===== config.mk =====
export PLATFORM = sky130hd
export DESIGN_NAME = telemetry_unpacker
export DESIGN_NICKNAME = d
export VERILOG_FILES = /design/src/rtl/telemetry_unpacker.sv
export SDC_FILE = /design/constraint.sdc
export NUM_CORES = 1
export LEC_CHECK = 0
export ABC_AREA = 1
export CAP_MARGIN = 20
export CORE_MARGIN = 8
export CORE_UTILIZATION = 50
export CTS_BUF_LIST = sky130_fd_sc_hd__clkbuf_2 sky130_fd_sc_hd__clkbuf_4 sky130_fd_sc_hd__clkbuf_8
export DETAILED_ROUTE_END_ITERATION = 8
export HOLD_SLACK_MARGIN = 0.02
export PLACE_DENSITY = 0.88
export SYNTH_ARGS = -nofsm -noshare
export SYNTH_HDL_FRONTEND = slang
export SYNTH_SLANG_ARGS = --single-unit

===== constraint.sdc =====
create_clock -name clk -period 1.9 [get_ports clk]
set_input_delay 0.38 -clock clk [delete_from_list [all_inputs] [get_ports clk]]
set_output_delay 0.38 -clock clk [all_outputs]
set_load 0.03 [all_outputs]

===== src/rtl/telemetry_unpacker.sv =====
// Rebuilds {error_code, mpu_data_pack} frames from tagged H/L 64-bit telemetry words,
// with a valid/ready frame handshake and saturating tag-error / timeout counters.
module telemetry_unpacker #(
  parameter int unsigned TIMEOUT_CYC = 1000,
  parameter logic [3:0]  TAG_H       = 4'b0001,
  parameter logic [3:0]  TAG_L       = 4'b0010
) (
  input  logic         clk,
  input  logic         rst,
  input  logic [63:0]  word_in,
  input  logic         word_valid,
  output logic         word_ready,
  output logic         frame_valid,
  input  logic         frame_ready,
  output logic [7:0]   error_code,
  output logic [111:0] mpu_data_pack,
  output logic [7:0]   tag_err_cnt,
  output logic [7:0]   timeout_cnt,
  input  logic         cnt_clr
);

  typedef enum logic [1:0] {
    IDLE   = 2'd0,
    WAIT_L = 2'd1,
    HOLD   = 2'd2
  } state_t;

  localparam logic [15:0] TIMER_LAST = 16'(TIMEOUT_CYC - 1);

  state_t      state_r;
  state_t      next_state_s;
  logic [15:0] timer_r;
  logic [7:0]  err_r;
  logic [51:0] hi_r;

  logic        accept_s;
  logic [3:0]  tag_s;
  logic        latch_h_s;
  logic        load_frame_s;
  logic        frame_clr_s;
  logic        timer_clr_s;
  logic        timer_inc_s;
  logic        tag_err_s;
  logic        timeout_s;

  function automatic logic [7:0] sat_inc(input logic [7:0] v);
    if (v == 8'hFF) begin
      return 8'hFF;
    end else begin
      return v + 8'd1;
    end
  endfunction

  assign word_ready = (state_r != HOLD);
  assign accept_s   = word_valid & word_ready;
  assign tag_s      = word_in[63:60];

  // Next-state and event decode; an accepted word always wins over a timeout.
  always_comb begin
    next_state_s = state_r;
    latch_h_s    = 1'b0;
    load_frame_s = 1'b0;
    frame_clr_s  = 1'b0;
    timer_clr_s  = 1'b0;
    timer_inc_s  = 1'b0;
    tag_err_s    = 1'b0;
    timeout_s    = 1'b0;
    case (state_r)
      IDLE: begin
        if (accept_s) begin
          if (tag_s == TAG_H) begin
            latch_h_s    = 1'b1;
            timer_clr_s  = 1'b1;
            next_state_s = WAIT_L;
          end else begin
            tag_err_s    = 1'b1;
            next_state_s = IDLE;
          end
        end else begin
          next_state_s = IDLE;
        end
      end
      WAIT_L: begin
        if (accept_s) begin
          if (tag_s == TAG_L) begin
            load_frame_s = 1'b1;
            next_state_s = HOLD;
          end else if (tag_s == TAG_H) begin
            // A fresh H word resynchronises onto the newest half-frame.
            latch_h_s    = 1'b1;
            timer_clr_s  = 1'b1;
            tag_err_s    = 1'b1;
            next_state_s = WAIT_L;
          end else begin
            tag_err_s    = 1'b1;
            next_state_s = IDLE;
          end
        end else if (timer_r == TIMER_LAST) begin
          timeout_s    = 1'b1;
          next_state_s = IDLE;
        end else begin
          timer_inc_s  = 1'b1;
          next_state_s = WAIT_L;
        end
      end
      HOLD: begin
        if (frame_ready) begin
          frame_clr_s  = 1'b1;
          next_state_s = IDLE;
        end else begin
          next_state_s = HOLD;
        end
      end
      default: begin
        next_state_s = IDLE;
      end
    endcase
  end

  // State, H latch, WAIT_L timer and frame output registers.
  always_ff @(posedge clk) begin
    if (rst) begin
      state_r       <= IDLE;
      timer_r       <= 16'd0;
      err_r         <= 8'd0;
      hi_r          <= 52'd0;
      frame_valid   <= 1'b0;
      error_code    <= 8'd0;
      mpu_data_pack <= 112'd0;
    end else begin
      state_r <= next_state_s;
      if (timer_clr_s) begin
        timer_r <= 16'd0;
      end else if (timer_inc_s) begin
        timer_r <= timer_r + 16'd1;
      end
      if (latch_h_s) begin
        err_r <= word_in[59:52];
        hi_r  <= word_in[51:0];
      end
      if (load_frame_s) begin
        frame_valid   <= 1'b1;
        error_code    <= err_r;
        mpu_data_pack <= {hi_r, word_in[59:0]};
      end else if (frame_clr_s) begin
        frame_valid   <= 1'b0;
      end
    end
  end

  // Saturating event counters; a clear drops any same-cycle event.
  always_ff @(posedge clk) begin
    if (rst) begin
      tag_err_cnt <= 8'd0;
      timeout_cnt <= 8'd0;
    end else if (cnt_clr) begin
      tag_err_cnt <= 8'd0;
      timeout_cnt <= 8'd0;
    end else begin
      if (tag_err_s) begin
        tag_err_cnt <= sat_inc(tag_err_cnt);
      end
      if (timeout_s) begin
        timeout_cnt <= sat_inc(timeout_cnt);
      end
    end
  end

endmodule


==> key figures, run 1 <==
Synthesis
  • Cell area after synthesis: 8403 um2
  • Dominant synthesized flop cell: dfxtp_1
  • Average size of a mapped cell: slightly below 8 um2
  • Fraction of registers with async set/reset: 0%
  • Count of state elements after synthesis: 215
  • Cell count after synthesis: 1072
  • Top cell type by total area after synthesis: dfxtp_1
  • Sequential-to-total area share from yosys stat: 51.22%
  • Leading cell type by number of instances after synthesis: dfxtp_1
  • Most frequent cells after synthesis: dfxtp_1, nor2_1, a21oi_1
  • Ranking of synthesized cells by area: dfxtp_1, nor2_1, a21oi_1, o21ai_0, o21ai_1
  • Netlist cell types: 29
  • Synth Warn #: 0
  • Number of flops mapped to enable cells by yosys: 0
  • Area fraction of the dominant cell type after synthesis: 51.22%
  • Number of nets in the synthesized netlist: 1144

Pwr
  • Post-layout total power: 9.105 mW
  • PD cells: 800.2 nW/um2
  • Leak: 5.105 nW
  • Worst IR Drop VDD: 793.5 uV

Setup path
  • Critical Path Start Type: register
  • Number of cell instances on the worst register-to-register path: 8
  • Worst-path maximum fanout: 5
  • Capturing element type of the critical path: output port
  • Req. time, crit path: 1.52 ns
  • Path type of the worst setup path: register to output port
  • Data arrival time of the critical path: about 1.4 ns

Floorplan
  • Area of the core region: 16520 um2
  • Initial cell density of the core: about half
  • Number of core rows: 47
  • Number of placed I/O pins: about 210
  • Y dimension of the die: 145.6 um
  • Die outline width: around 150 um
  • Die outline area: 21210 um2

Timing
  • Highest Clock Rate: 561.9 MHz
  • Final setup violating endpoints: 0
  • Slew HR: 58.10%
  • Final setup skew: 0.01919 ns
  • Fin crit period: 1.780 ns
  • Final Max Slew Viols: 0
  • Pin slew with the least headroom to its limit: 0.6262 ns
  • Fraction of the cycle the final worst path needs: 93.67%
  • Setup repair after global routing missed its margin: false
  • Hold violation count in the final report: 0
  • Final sum of negative setup slack: 0 ns

Routing
  • DRC violation count after routing: 0
  • Total length of routed met2 wires: between 10000 and 15000 um
  • Routed length per instance: 15.18 um
  • Overall via count from detail_route: 7853
  • Number of iterations in the first detailed-routing pass: 7
  • Met3 WL: between 2000 and 2500 um
  • Number of routed nets with antenna violations: 0
  • Final WL: 23230 um
  • Ratio of routed vias to standard cells: 5.129
  • Uppermost layer routed: met4
  • M1 WL: 9725 um
  • Initial drt markers: 452

Clock network
  • CTS buffer count: 36
  • TritonCTS clock tree: built
  • # hold bufs at CTS: 0
  • Root Buffer Master: clkbuf_8
  • Buffer count from post-CTS setup fixing: 0
  • Clock tree buffer depth: 3
  • Clock insertion delay at the later pin of the skew report: 0.50 ns
  • # clock sinks: about 220
  • Clock transition at the register clock pins on the worst setup and hold paths after CTS: 0.06 ns
  • Level count of the clock H-tree: 2

GRT
  • Global-route wire length before repair: 38130 um
  • Via count of the first global-routing pass: 7615
  • Overall overflow remaining after global route: 0
  • Initial antenna violation count: 0
  • Global-route usage over all layers: 21.31%
  • Largest net degree at the start of global routing: 80

Place
  • Total of buffers placed on input and output ports: 206
  • Half-perimeter wire length of the detailed placement result: 16700 um
  • Weighted congestion at the end of routability-driven global placement: 0.9050

Final layout
  • Fraction of layout cells with a size suffix above 1: roughly 11%
  • Synth-to-layout area growth: 35.42%
  • Number of nets in the finished design: around 1400
  • Antenna diode count: 0

Hold path
  • Cell depth of the worst hold path: 2
  • HP Class: register to register

Status
  • Status: finished, final reports clean

Run
  • Reported max-cap violation count: 0
[timing repair]
item | 4_1_cts | 5_1_grt
cloned | 0 | 0
gates resized for setup | 139 | 1
setup endpoints to repair | 137 | 1
[power breakdown]
part	switching [mW]	total, mW	internal (mW)
logic	0.226	0.438	0.213
clock network	1.75	4.10	2.36
registers	0.0164	4.56	4.55
[sequential cells by signal, summed over array words and instances, names as in the netlist]
signal / cells
error_code: 8
mpu_data_pack: 112
timer_r: 16
state_r: 2
err_r: 8
hi_r: 52
frame_valid: 1
timeout_cnt: 8
tag_err_cnt: 8
[final timing paths]
check | from | end | slack (ns)
hold / removal | hi_r[7]$_SDFFE_PP0P_ | hi_r[7]$_SDFFE_PP0P_ | 0.45
setup reg to reg | timer_r[1]$_SDFFE_PP0P_ | timer_r[12]$_SDFFE_PP0P_ | 0.21
hold reg to reg | hi_r[7]$_SDFFE_PP0P_ | hi_r[7]$_SDFFE_PP0P_ | 0.45
setup / recovery | state_r[0]$_SDFF_PP0_ | word_ready | 0.12
[critical path, stage by stage (launching register included)]
cell,delay (ns)
dfxtp_1,0.32
inv_2,0.07
nand2_2,0.10
dlygate4sd2_1,0.41
[final cells by class]
cell class,instances,area [um2]
fillers,1312,5145
well taps,220,275.3
multi-input cells,697,3376
repair buffers,242,2326
flip-flops and latches,215,4305
clock inverters,3,21.27
inverters,97,366.6
clock buffers,57,709.4
[cell families (layout without fill, tap and decap cells)]
family                     after synthesis  count (layout)  synth area share [%]
AOI/OAI and AO/OA                      333             333                 21.19
DFF                                    215             215                 51.22
buffers and inverters                  160             399                 8.696
xor gates and xnor gates                13              13                 1.355
adders and majority gates                3               3                0.4467
and+or+nand+nor                        348             348                 17.09
[cell usage in the layout (no fill, tap or decap), types with 10 or more instances in the layout]
cell type,instances
a21oi_1,112
a21oi_2,30
buf_12,13
buf_4,23
clkbuf_4,12
clkbuf_8,45
clkdlybuf4s50_1,68
dfxtp_1,214
dlygate4sd2_1,137
inv_1,91
nand2_1,110
nand3_1,30
nand4_1,10
nor2_1,182
o21ai_0,99
o21ai_1,91
xor2_1,10
[metrics by stage]
step                setup WS, ns  hold slack, ns  cells  area, um2  utilization (%)
floorplan                 0.3265          0.4297   1072       8403                -
global placement        -0.09878          0.4347   1471      10820            65.46
detailed placement       -0.1595          0.4422   1471      10820            65.46
CTS                     0.002470          0.4438   1531      11380            68.85
global route             0.02109          0.4622   1531      11380            68.87
finish                    0.1203          0.4523   1531      11380            68.87
[metal layers]
layer  global-route usage (%)  up-vias
met1                    25.36     3608
met5                        0        -
met3                    7.245       47
met4                    7.860        0
met2                    35.05      253
li1                         -     3945
(Power assumes the default switching activity.)
==> run 2: changes to the inputs <==
--- a/config.mk
+++ b/config.mk
@@ -12,7 +12,8 @@
 export CTS_BUF_LIST = sky130_fd_sc_hd__clkbuf_2 sky130_fd_sc_hd__clkbuf_4 sky130_fd_sc_hd__clkbuf_8
 export DETAILED_ROUTE_END_ITERATION = 8
 export HOLD_SLACK_MARGIN = 0.02
-export PLACE_DENSITY = 0.88
+export PLACE_DENSITY = 0.81
+export SLEW_MARGIN = 20
 export SYNTH_ARGS = -nofsm -noshare
 export SYNTH_HDL_FRONTEND = slang
 export SYNTH_SLANG_ARGS = --single-unit
==> run 2 against run 1 <==
  * First-iteration DRC count up 8.6%
  * Global-route usage fell by 0.15 points
  * Sequential share of layout area shrank 0.52 points
  * Cell count rose by 0.59%
  * Wire length is 2.3% lower
  * Fmax down 1.1%
  * Sequential power about the same
  * Register-to-register slack gained 0.02 ns
  * Critical path type unchanged
  * Critical endpoint unchanged
  * Largest cell class unchanged
  * Largest power group unchanged
==> key figures, run 2 (synthesis results as in run 1) <==
Status
  • Status: finished, final reports clean

Floorplan
  • Initial cell density of the core: 50.85% (unchanged)
  • Die outline width: 145.6 um (unchanged)
  • Number of placed I/O pins: 207 (unchanged)
  • Y dimension of the die: 145.6 um (unchanged)
  • Number of core rows: 47 (unchanged)
  • Die outline area: 21210 um2 (unchanged)
  • Area of the core region: 16520 um2 (unchanged)

Routing
  • Routed length per instance: 14.74 um (-2.9%)
  • Initial drt markers: 491 (+8.6%)
  • DRC violation count after routing: 0 (unchanged)
  • Overall via count from detail_route: 7755 (-1.2%)
  • Ratio of routed vias to standard cells: 5.036 (-1.8%)
  • Number of routed nets with antenna violations: 0 (unchanged)
  • Number of iterations in the first detailed-routing pass: 5 (-2)
  • Final WL: 22700 um (-2.3%)

Final layout
  • Synth-to-layout area growth: 37.31%
  • Filler instances: 1329 (+1.3%)
  • Antenna diode count: 0 (unchanged)
  • Number of flip-flops in the largest register: 112 (unchanged)
  • Post-Route Utilization: 69.83% (+0.96 points)
  • Fraction of layout cells with a size suffix above 1: 11.74% (+0.61 points)
  • Commonest non-fill, non-tap cell in the layout: dfxtp_1
  • Total area of multi-input combinational cells: 3376 um2 (unchanged)
  • Largest registers: mpu_data_pack: 112 flops, hi_r: 52 flops, timer_r: 16 flops
  • Reg area: 4305 um2 (unchanged)
  • Top library cells by usage in the layout, fill and taps aside: dfxtp_1, nor2_1, dlygate4sd2_1
  • Final cell count without fillers: 1540 (+0.59%)
  • Number of nets in the finished design: 1365 (+0.29%)
  • Biggest register: mpu_data_pack

Place
  • # placed instances: 1475 (+0.27%)
  • Weighted congestion at the end of routability-driven global placement: 0.8992 (-0.64%)
  • Half-perimeter wire length of the detailed placement result: 16080 um (-3.7%)
  • Total of buffers placed on input and output ports: 206 (unchanged)

Setup path
  • Capturing element type of the critical path: output port
  • Cell with the largest stage delay on the worst path: dlygate4sd2_1
  • Worst Path Buf+Inv: 2 (unchanged)
  • Cells along the critical path: inv_2 > nand2_2 > dlygate4sd2_1
  • Worst-path maximum fanout: 5 (unchanged)
  • Req. time, crit path: 1.52 ns (about the same)
  • Path type of the worst setup path: register to output port
  • Max stage delay on crit path: 0.40 ns (about the same)
  • Critical Path Start Type: register
  • Data arrival time of the critical path: 1.42 ns (+0.02 ns)
  • Worst path top cell family by delay: buffers and inverters

Timing
  • Final setup skew: 0.008854 ns (-0.01033 ns)
  • Final sum of negative setup slack: 0 ns (unchanged)
  • Fin crit period: 1.799 ns (+0.01945 ns)
  • Highest Clock Rate: 555.8 MHz (-1.1%)
  • Final Max Slew Viols: 0 (unchanged)
  • Setup repair after global routing missed its margin: false
  • Final setup violating endpoints: 0 (unchanged)
  • WHS: 0.4424 ns (-0.009921 ns)
  • Pin slew with the least headroom to its limit: 0.6494 ns (+0.02323 ns)
  • Fraction of the cycle the final worst path needs: 94.69% (+1.0 points)
  • Hold violation count in the final report: 0 (unchanged)
  • Slew HR: 56.55% (-1.6 points)

GRT
  • Global-route usage over all layers: 21.16% (-0.15 points)
  • Global-route wire length before repair: 37930 um (-0.52%)
  • Overall overflow remaining after global route: 0 (unchanged)
  • Largest net degree at the start of global routing: 77 (-3.8%)
  • Via count of the first global-routing pass: 7679 (+0.84%)
  • Initial antenna violation count: 0 (unchanged)

Pwr
  • Worst IR Drop VDD: 654.8 uV (-17%)
  • Leak: 5.173 nW (+1.3%)
  • PD cells: 819.9 nW/um2 (+2.5%)
  • Post-layout total power: 9.461 mW (+3.9%)

Run
  • Reported max-cap violation count: 0 (unchanged)

Clock network
  • Clock insertion delay at the later pin of the skew report: 0.52 ns (+0.02 ns)
  • Root Buffer Master: clkbuf_8
  • Level count of the clock H-tree: 2 (unchanged)
  • CTS buffer count: 36 (unchanged)
  • Buffer count from post-CTS setup fixing: 0 (unchanged)
  • Clock tree buffer depth: 3 (unchanged)
  • # clock sinks: 215 (unchanged)
  • TritonCTS clock tree: built
  • Clock transition at the register clock pins on the worst setup and hold paths after CTS: 0.06 ns (about the same)

Hold path
  • HP Class: input pin to register
run 2: changes by cell type in the layout (fill, tap and decap cells not counted), sizes merged:
cell          before  now
clkinv             1    7
buf               36   40
bufinv             0    1
clkbuf            57   56
clkinvlp           1    0
dlygate4sd2      137  138
dlymetal6s2s       1    0
run 2: worst paths after layout:
kind / start / to / slack [ns] / cells after the start
worst min register to register: hi_r[13]$_SDFFE_PP0P_ / mpu_data_pack[73]$_SDFFE_PP0P_ / 0.45 / 2
worst min-delay path: word_in[59] / mpu_data_pack[59]$_SDFFE_PP0P_ / 0.44 / 3
worst max register to register: timer_r[0]$_SDFFE_PP0P_ / timer_r[13]$_SDFFE_PP0P_ / 0.23 / 8
worst max-delay path: state_r[0]$_SDFF_PP0_ / word_ready / 0.10 / 3
run 2: routing by layer:
metal | global-route usage [%] | up-vias | wire length, um
met4 | 9.422 | 0 | 720
met2 | 33.71 | 249 | 10190
met5 | 0 | - | 0
met1 | 25.65 | 3504 | 9976
met3 | 6.934 | 50 | 1805
li1 | - | 3952 | -
run 2: final cells by class:
class / count / share of cell area, %
flip-flops and latches: 215 / 37.31
multi-input cells: 697 / 29.26
repair buffers: 246 / 20.82
clock buffers: 56 / 6.409
inverters: 97 / 3.177
well taps: 220 / 2.386
clock inverters: 9 / 0.6398
run 2: per-stage QoR:
stage	setup WS, ns	area (um2)
floorplan	0.3265	8403
global placement	-0.07700	10900
detailed placement	-0.1577	10900
CTS	0.07060	11540
global route	0.03570	11540
finish	0.1009	11540
run 2: worst register-to-register path, delay by kind of cell (launching register included):
kind | cells | cell delay, ns
adders and majority gates | 1 | 0.31
DFF | 1 | 0.38
AOI/OAI and AO/OA | 1 | 0.13
buffers and inverters | 1 | 0.19
and+or+nand+nor | 5 | 0.61
run 2: where the power goes:
group	internal, mW	switching, mW
clock	2.63	1.83
combinational	0.222	0.227
sequential	4.55	0.0156
run 2: repair_timing:
action | 4_1_cts | 5_1_grt
endpoints found under the setup margin | 138 | 0
gates resized for setup | 140 | 0
hold buffers | 0 | 0
